==> config.mk <==
export PLATFORM = sky130hd
export DESIGN_NAME = uart_rx_core
export DESIGN_NICKNAME = d
export VERILOG_FILES = /design/src/rtl/uart_rx_core.sv
export SDC_FILE = /design/constraint.sdc
export NUM_CORES = 1
export LEC_CHECK = 0
export CAP_MARGIN = 10
export CORE_ASPECT_RATIO = 1.1
export CORE_MARGIN = 10
export CORE_UTILIZATION = 53
export DETAILED_ROUTE_END_ITERATION = 10
export GPL_ROUTABILITY_DRIVEN = 0
export HOLD_SLACK_MARGIN = 0.05
export PLACE_DENSITY = 0.85
export SLEW_MARGIN = 30
export SYNTH_ARGS = -nofsm -noshare
export SYNTH_HDL_FRONTEND = slang
export SYNTH_SLANG_ARGS = --single-unit
==> constraint.sdc <==
create_clock -name clk -period 2.8 [get_ports clk]
set_input_delay 0.56 -clock clk [delete_from_list [all_inputs] [get_ports clk]]
set_output_delay 0.56 -clock clk [all_outputs]
set_load 0.005 [all_outputs]
==> src/rtl/uart_rx_core.sv <==
// uart_rx_core: oversampling 8N1/8E1/8O1 receive datapath feeding the UART control block.
// Build option UART_RX_FIFO_EN swaps the single holding register for a 4-entry receive FIFO.
module uart_rx_core #(
  parameter int DIV_W = 16,
  parameter int OSR   = 16
) (
  input  logic             clk,
  input  logic             rst_n,
  input  logic             uart_rxd,
  input  logic [DIV_W-1:0] baud_div,
  input  logic             parity_en,
  input  logic             parity_odd,
  input  logic             rd_data_flag,
  output logic [7:0]       data_reg_rd,
  output logic             rx_ok,
  output logic             parity_error,
  output logic             frame_error,
  output logic             overrun
);

  localparam int OS_W = $clog2(OSR);

  // Encoding is stable so checkers can compare the state value directly.
  typedef enum logic [2:0] {
    IDLE   = 3'd0,
    START  = 3'd1,
    DATA   = 3'd2,
    PARITY = 3'd3,
    STOP   = 3'd4
  } state_t;

  state_t           state, state_nxt;
  logic             rxd_m, rxd_s;
  logic [DIV_W-1:0] pre_cnt;
  logic [OS_W-1:0]  os_cnt;
  logic [2:0]       bit_cnt;
  logic [7:0]       shift;
  logic             perr;
  logic             tick, mid_start, bit_end;
  logic             restart, clr_os, sample_bit, sample_par, load;

  always_ff @(posedge clk) begin
    if (!rst_n) begin
      rxd_m <= 1'b1;
      rxd_s <= 1'b1;
    end else begin
      rxd_m <= uart_rxd;
      rxd_s <= rxd_m;
    end
  end

  assign tick      = (pre_cnt == '0);
  assign mid_start = tick && (os_cnt == OS_W'(OSR/2 - 1));
  assign bit_end   = tick && (os_cnt == {OS_W{1'b1}});

  always_ff @(posedge clk) begin
    if (!rst_n) state <= IDLE;
    else        state <= state_nxt;
  end

  always_comb begin
    state_nxt  = state;
    restart    = 1'b0;
    clr_os     = 1'b0;
    sample_bit = 1'b0;
    sample_par = 1'b0;
    load       = 1'b0;
    case (state)
      IDLE: begin
        if (!rxd_s) begin
          state_nxt = START;
          restart   = 1'b1;
        end
      end
      START: begin
        if (mid_start) begin
          if (rxd_s) begin
            state_nxt = IDLE;
          end else begin
            state_nxt = DATA;
            clr_os    = 1'b1;
          end
        end
      end
      DATA: begin
        if (bit_end) begin
          sample_bit = 1'b1;
          if (bit_cnt == 3'd7) state_nxt = parity_en ? PARITY : STOP;
        end
      end
      PARITY: begin
        if (bit_end) begin
          sample_par = 1'b1;
          state_nxt  = STOP;
        end
      end
      STOP: begin
        if (bit_end) begin
          load      = 1'b1;
          state_nxt = IDLE;
        end
      end
      default: state_nxt = IDLE;
    endcase
  end

  // Counters restart on the start edge so every sample lands relative to it.
  always_ff @(posedge clk) begin
    if (!rst_n) begin
      pre_cnt <= '0;
      os_cnt  <= '0;
    end else begin
      if (restart)   pre_cnt <= '0;
      else if (tick) pre_cnt <= baud_div;
      else           pre_cnt <= pre_cnt - DIV_W'(1);
      if (restart || clr_os) os_cnt <= '0;
      else if (tick)         os_cnt <= os_cnt + OS_W'(1);
    end
  end

  always_ff @(posedge clk) begin
    if (!rst_n) begin
      bit_cnt <= '0;
      shift   <= '0;
      perr    <= 1'b0;
    end else begin
      if (restart) begin
        bit_cnt <= '0;
        perr    <= 1'b0;
      end else begin
        if (sample_bit) begin
          bit_cnt <= bit_cnt + 3'd1;
          shift   <= {rxd_s, shift[7:1]};
        end
        if (sample_par) perr <= ((^shift) ^ rxd_s) != parity_odd;
      end
    end
  end

  // rd_data_flag is a one-cycle consume strobe from the control block; a load in
  // the same cycle wins, since the read consumed the previous byte, not the new one.
`ifdef UART_RX_FIFO_EN
  logic [9:0] mem [4];
  logic [1:0] wr_ptr, rd_ptr;
  logic [2:0] count;
  logic       ovr_q, full, pop, push;

  assign full = (count == 3'd4);
  assign pop  = rd_data_flag && (count != 3'd0);
  assign push = load && (!full || pop);

  always_ff @(posedge clk) begin
    if (!rst_n) begin
      for (int i = 0; i < 4; i++) mem[i] <= '0;
      wr_ptr <= '0;
      rd_ptr <= '0;
      count  <= '0;
      ovr_q  <= 1'b0;
    end else begin
      if (push) begin
        mem[wr_ptr] <= {~rxd_s, perr, shift};
        wr_ptr      <= wr_ptr + 2'd1;
      end
      if (pop) rd_ptr <= rd_ptr + 2'd1;
      if (load && full && !pop) ovr_q <= 1'b1;
      case ({push, pop})
        2'b10:   count <= count + 3'd1;
        2'b01:   count <= count - 3'd1;
        default: count <= count;
      endcase
    end
  end

  assign {frame_error, parity_error, data_reg_rd} = mem[rd_ptr];
  assign rx_ok   = (count != 3'd0);
  assign overrun = ovr_q;
`else
  logic [7:0] data_q;
  logic       ok_q, pe_q, fe_q, ovr_q;

  always_ff @(posedge clk) begin
    if (!rst_n) begin
      data_q <= '0;
      ok_q   <= 1'b0;
      pe_q   <= 1'b0;
      fe_q   <= 1'b0;
      ovr_q  <= 1'b0;
    end else if (load) begin
      data_q <= shift;
      pe_q   <= perr;
      fe_q   <= ~rxd_s;
      ok_q   <= 1'b1;
      if (ok_q && !rd_data_flag) ovr_q <= 1'b1;
    end else if (rd_data_flag) begin
      ok_q <= 1'b0;
    end
  end

  assign data_reg_rd  = data_q;
  assign rx_ok        = ok_q;
  assign parity_error = pe_q;
  assign frame_error  = fe_q;
  assign overrun      = ovr_q;
`endif

endmodule

==> results.md <==
- The flow ran to the end, and the final reports show no timing, DRC or antenna violations.
- The most numerous cell in the Yosys netlist is nor2_1.
- Derived from the worst setup path, the maximum achievable clock frequency is 0.461 GHz.
- The total of fill cells in the finished design is 354.
- Row generation in the floorplan step produced 25 rows.
- The arrival time of the worst setup path is between 2 and 2.5 ns.
- The finished cells cover 0.00281 sq mm.
- In this run, placement finished with an instance count of approximately 330.
- The total count of hold-check failures in the final report is 0.
- The ratio of cells with drive above 1 in the final layout is 6.41%.
- The clock period could shrink to 2.17 ns.
- Setup repair after global routing left no endpoint under its margin.
- The first global-routing pass estimated 7980 microns of wire.
- The CTS H-tree depth is 2.
- The per-cell via count in the routed design is 5.44.
- Summing over every cut layer, the via total after detailed routing is 1824.
- The total inserted antenna cells is 0.
- The largest vdd supply drop is roughly 0.50 mV.
- The clock-pin transition on the worst setup and hold timing paths is 0.09 ns.
- For this run, the leading register cell type out of synthesis is dfxtp_1.
- The global-route congestion overflow total is 0.
- The first detailed-routing pass took 4 iterations.
- Summing all placed instances gives a cell area of around 0.0027 sq mm.
- The global routing met1 resource utilization is 13.5%.
- After detailed routing, the average wire length per cell comes to 13.7 microns.
- The clock sink count is 49.
- For the pin with the worst max-slew slack, the measured transition is approximately 0.73 ns.
- Setup slack on the worst reg-to-reg path comes out at 0.63 ns.
- Counting along the longest clock path gives a buffer depth of 2.
- The largest total area in the synthesized netlist belongs to dfxtp_1.
- Of all flip-flops after synthesis, the portion carrying an async set or reset was 0%.
- Buffers added to address setup during post-CTS repair amount to 0.
- Counting every instance in the synthesized netlist gives 247.
- Gates resized during post-CTS repair numbered 0.
- The startpoint class of the critical path is a flip-flop.
- The classification of the worst-slack hold path is flip-flop to flip-flop.
- The root buffer cell is clkbuf_8.
- The detailed-route DRC error count is 0.
- The via count of the first global-routing pass is about 1800.
- The global-route total usage across every layer is 12.5%.
- Port buffering added 33 buffers.
- The count of distinct cell types in the synthesized netlist is 37.
- The wire-length estimate of the detail-placed layout is 3340 microns.
- The number of antenna violations at the first check in global routing came to 0.
- Ranked by total cell area, the synthesized netlist is headed by dfxtp_1 (43%), mux2i_1 (8.7%), nor2_1 (8.3%).
- The wire length reported by the detailed router is 4580 microns.
- The register area share after synthesis is 42.6%.
- The area overhead of the layout relative to synthesis is 22.1%.
- The final worst-path cycle share is 77.4%.
- The number of buffers inserted during clock tree synthesis is 5.
- In this run, synthesis produced a sequential element count of 49.
- The type of the setup path with the least slack is flip-flop to flip-flop.
- The final setup TNS is 0 ns.
- The maximum net fanout on the critical path is 22.
- The TritonCTS clock tree is done.
- The final core utilization is 66.1%.
- In this run the power density over the cells is 825 mW/mm^2.
- Setup violations remaining at the end of the flow were counted as 0.
- The total of warnings raised by yosys is 0.
- At the worst endpoint, the required time is 3.01 ns.
- For met2 alone, demand over resource in global routing was 22.8%.
- The number of placed I/O pins is 34.
- The layer flagged by global routing as most heavily used is met2.
- From bottom edge to top edge, the die measures 89.1 microns.
- Of the post-synthesis cell area, the dominant cell type holds 42.6%.
- The type of destination of the critical path is a flip-flop.
- The count of hold-fix buffers inserted at cts is 0.
- Global routing used roughly 4% of the available met3 tracks.
- The first-iteration detailed-routing DRC count is 120.
- Dividing the synthesized area by the synthesized cell count gives 9.33 sq um.
- The commonest cells after synthesis are nor2_1 (51), dfxtp_1 (49), mux2i_1 (20).
- The clock network latency to the later pin of the worst-skew pair is 0.30 ns.
- The total power is approximately 2.3 mW.
- The number of enable-type register cells in the synthesized netlist is 0.
- Once layout is complete, the cells apart from fillers number 335.
- The x dimension of the die is about 83 microns.
- The final number of max-transition violations came to 0.
- In this run the static leakage power is roughly 1.1 nW.
- The synthesized net count is 274.
- The mapped netlist covers approximately 0.0023 sq mm.
- The worst slew margin relative to its limit is ~51%.
- On the final layout, the worst clock skew is 0.00983 ns.
- The placeable core region is ~0.0043 sq mm.
- The final layout contains around 310 nets.
- The total die area is 0.00739 sq mm.
- The detail route stage leaves a number of antenna-violating nets equal to 0.
- The largest net degree at the start of global routing is 23.
- Across the run, the number of max-cap violations was 0.
- For this configuration, the core starts out at a cell density of between 50 and 60%.
stage by stage:
| step | hold slack, ns | worst slack, ns |
|---|---|---|
| after global placement | 0.392 | 0.703 |
| after CTS | 0.422 | 0.629 |
| final | 0.418 | 0.631 |
| after detailed placement | 0.400 | 0.638 |
| after floorplan | 0.386 | 0.776 |
| after global routing | 0.453 | 0.448 |
state kept, by name, summed over array words and instances, names as in the netlist, 3 cells and up:
register     count
data_reg_rd      8
bit_cnt          3
shift            8
state            3
pre_cnt         16
os_cnt           4
cell type report:
cell class | count | area (sq um) | share of cell area, %
multi-input combinational | 183 | 1250 | 44.6
sequential | 49 | 981 | 34.9
clock buffer | 5 | 68.8 | 2.45
timing repair buffer | 36 | 353 | 12.5
clock inverter | 3 | 68.8 | 2.45
tap | 54 | 67.6 | 2.40
inverter | 5 | 18.8 | 0.667
path summary, 6_finish.rpt:
check,from,to,cells past startpoint
max,pre_cnt[2],pre_cnt[1],5
min,rxd_m,rxd_s,1
max reg2reg,pre_cnt[2],pre_cnt[1],5
min reg2reg,rxd_m,rxd_s,1
worst max-delay path: stages, from the launching register on:
cell	delay, ns
dfxtp_1	0.37
nor4_4	0.51
and4b_1	0.39
nand2_1	0.26
buf_4	0.31
a211oi_1	0.24
metal layers:
layer / vias to the layer above / part of all wire (%)
li1: 921 / -
met1: 858 / 45
met2: 37 / 49
met3: 8 / 4.8
met4: 0 / 1.2
met5: - / 0
report_power, final:
group	switching (mW)	internal [mW]	total (mW)	leakage (nW)
sequential	0.127	0.806	0.933	0.398
clock	0.242	0.360	0.602	0.0687
combinational	0.441	0.346	0.787	0.631
kinds of logic after synthesis:
logic type | share of synthesized area (%)
mux | 9.18
flops | 42.6
fa+ha+maj | 2.72
simple gates | 23.1
compound gates | 9.34
xor+xnor | 10.1
buf+inv | 2.93
cells in the final DEF, fill, tap and decap left out, drive strengths merged, types with 4 or more instances in the layout:
| cell type | count |
|---|---|
| mux2i | 20 |
| nand4 | 4 |
| a211oi | 16 |
| nand3 | 5 |
| nor2 | 52 |
| xor2 | 11 |
| nor2b | 4 |
| nor4 | 6 |
| nand2 | 12 |
| xnor2 | 13 |
| clkdlybuf4s50 | 33 |
| a21oi | 4 |
| ha | 5 |
| inv | 6 |
| dfxtp | 49 |
| clkbuf | 5 |
| or3 | 5 |
No activity file was read; power rests on OpenSTA's default activity.
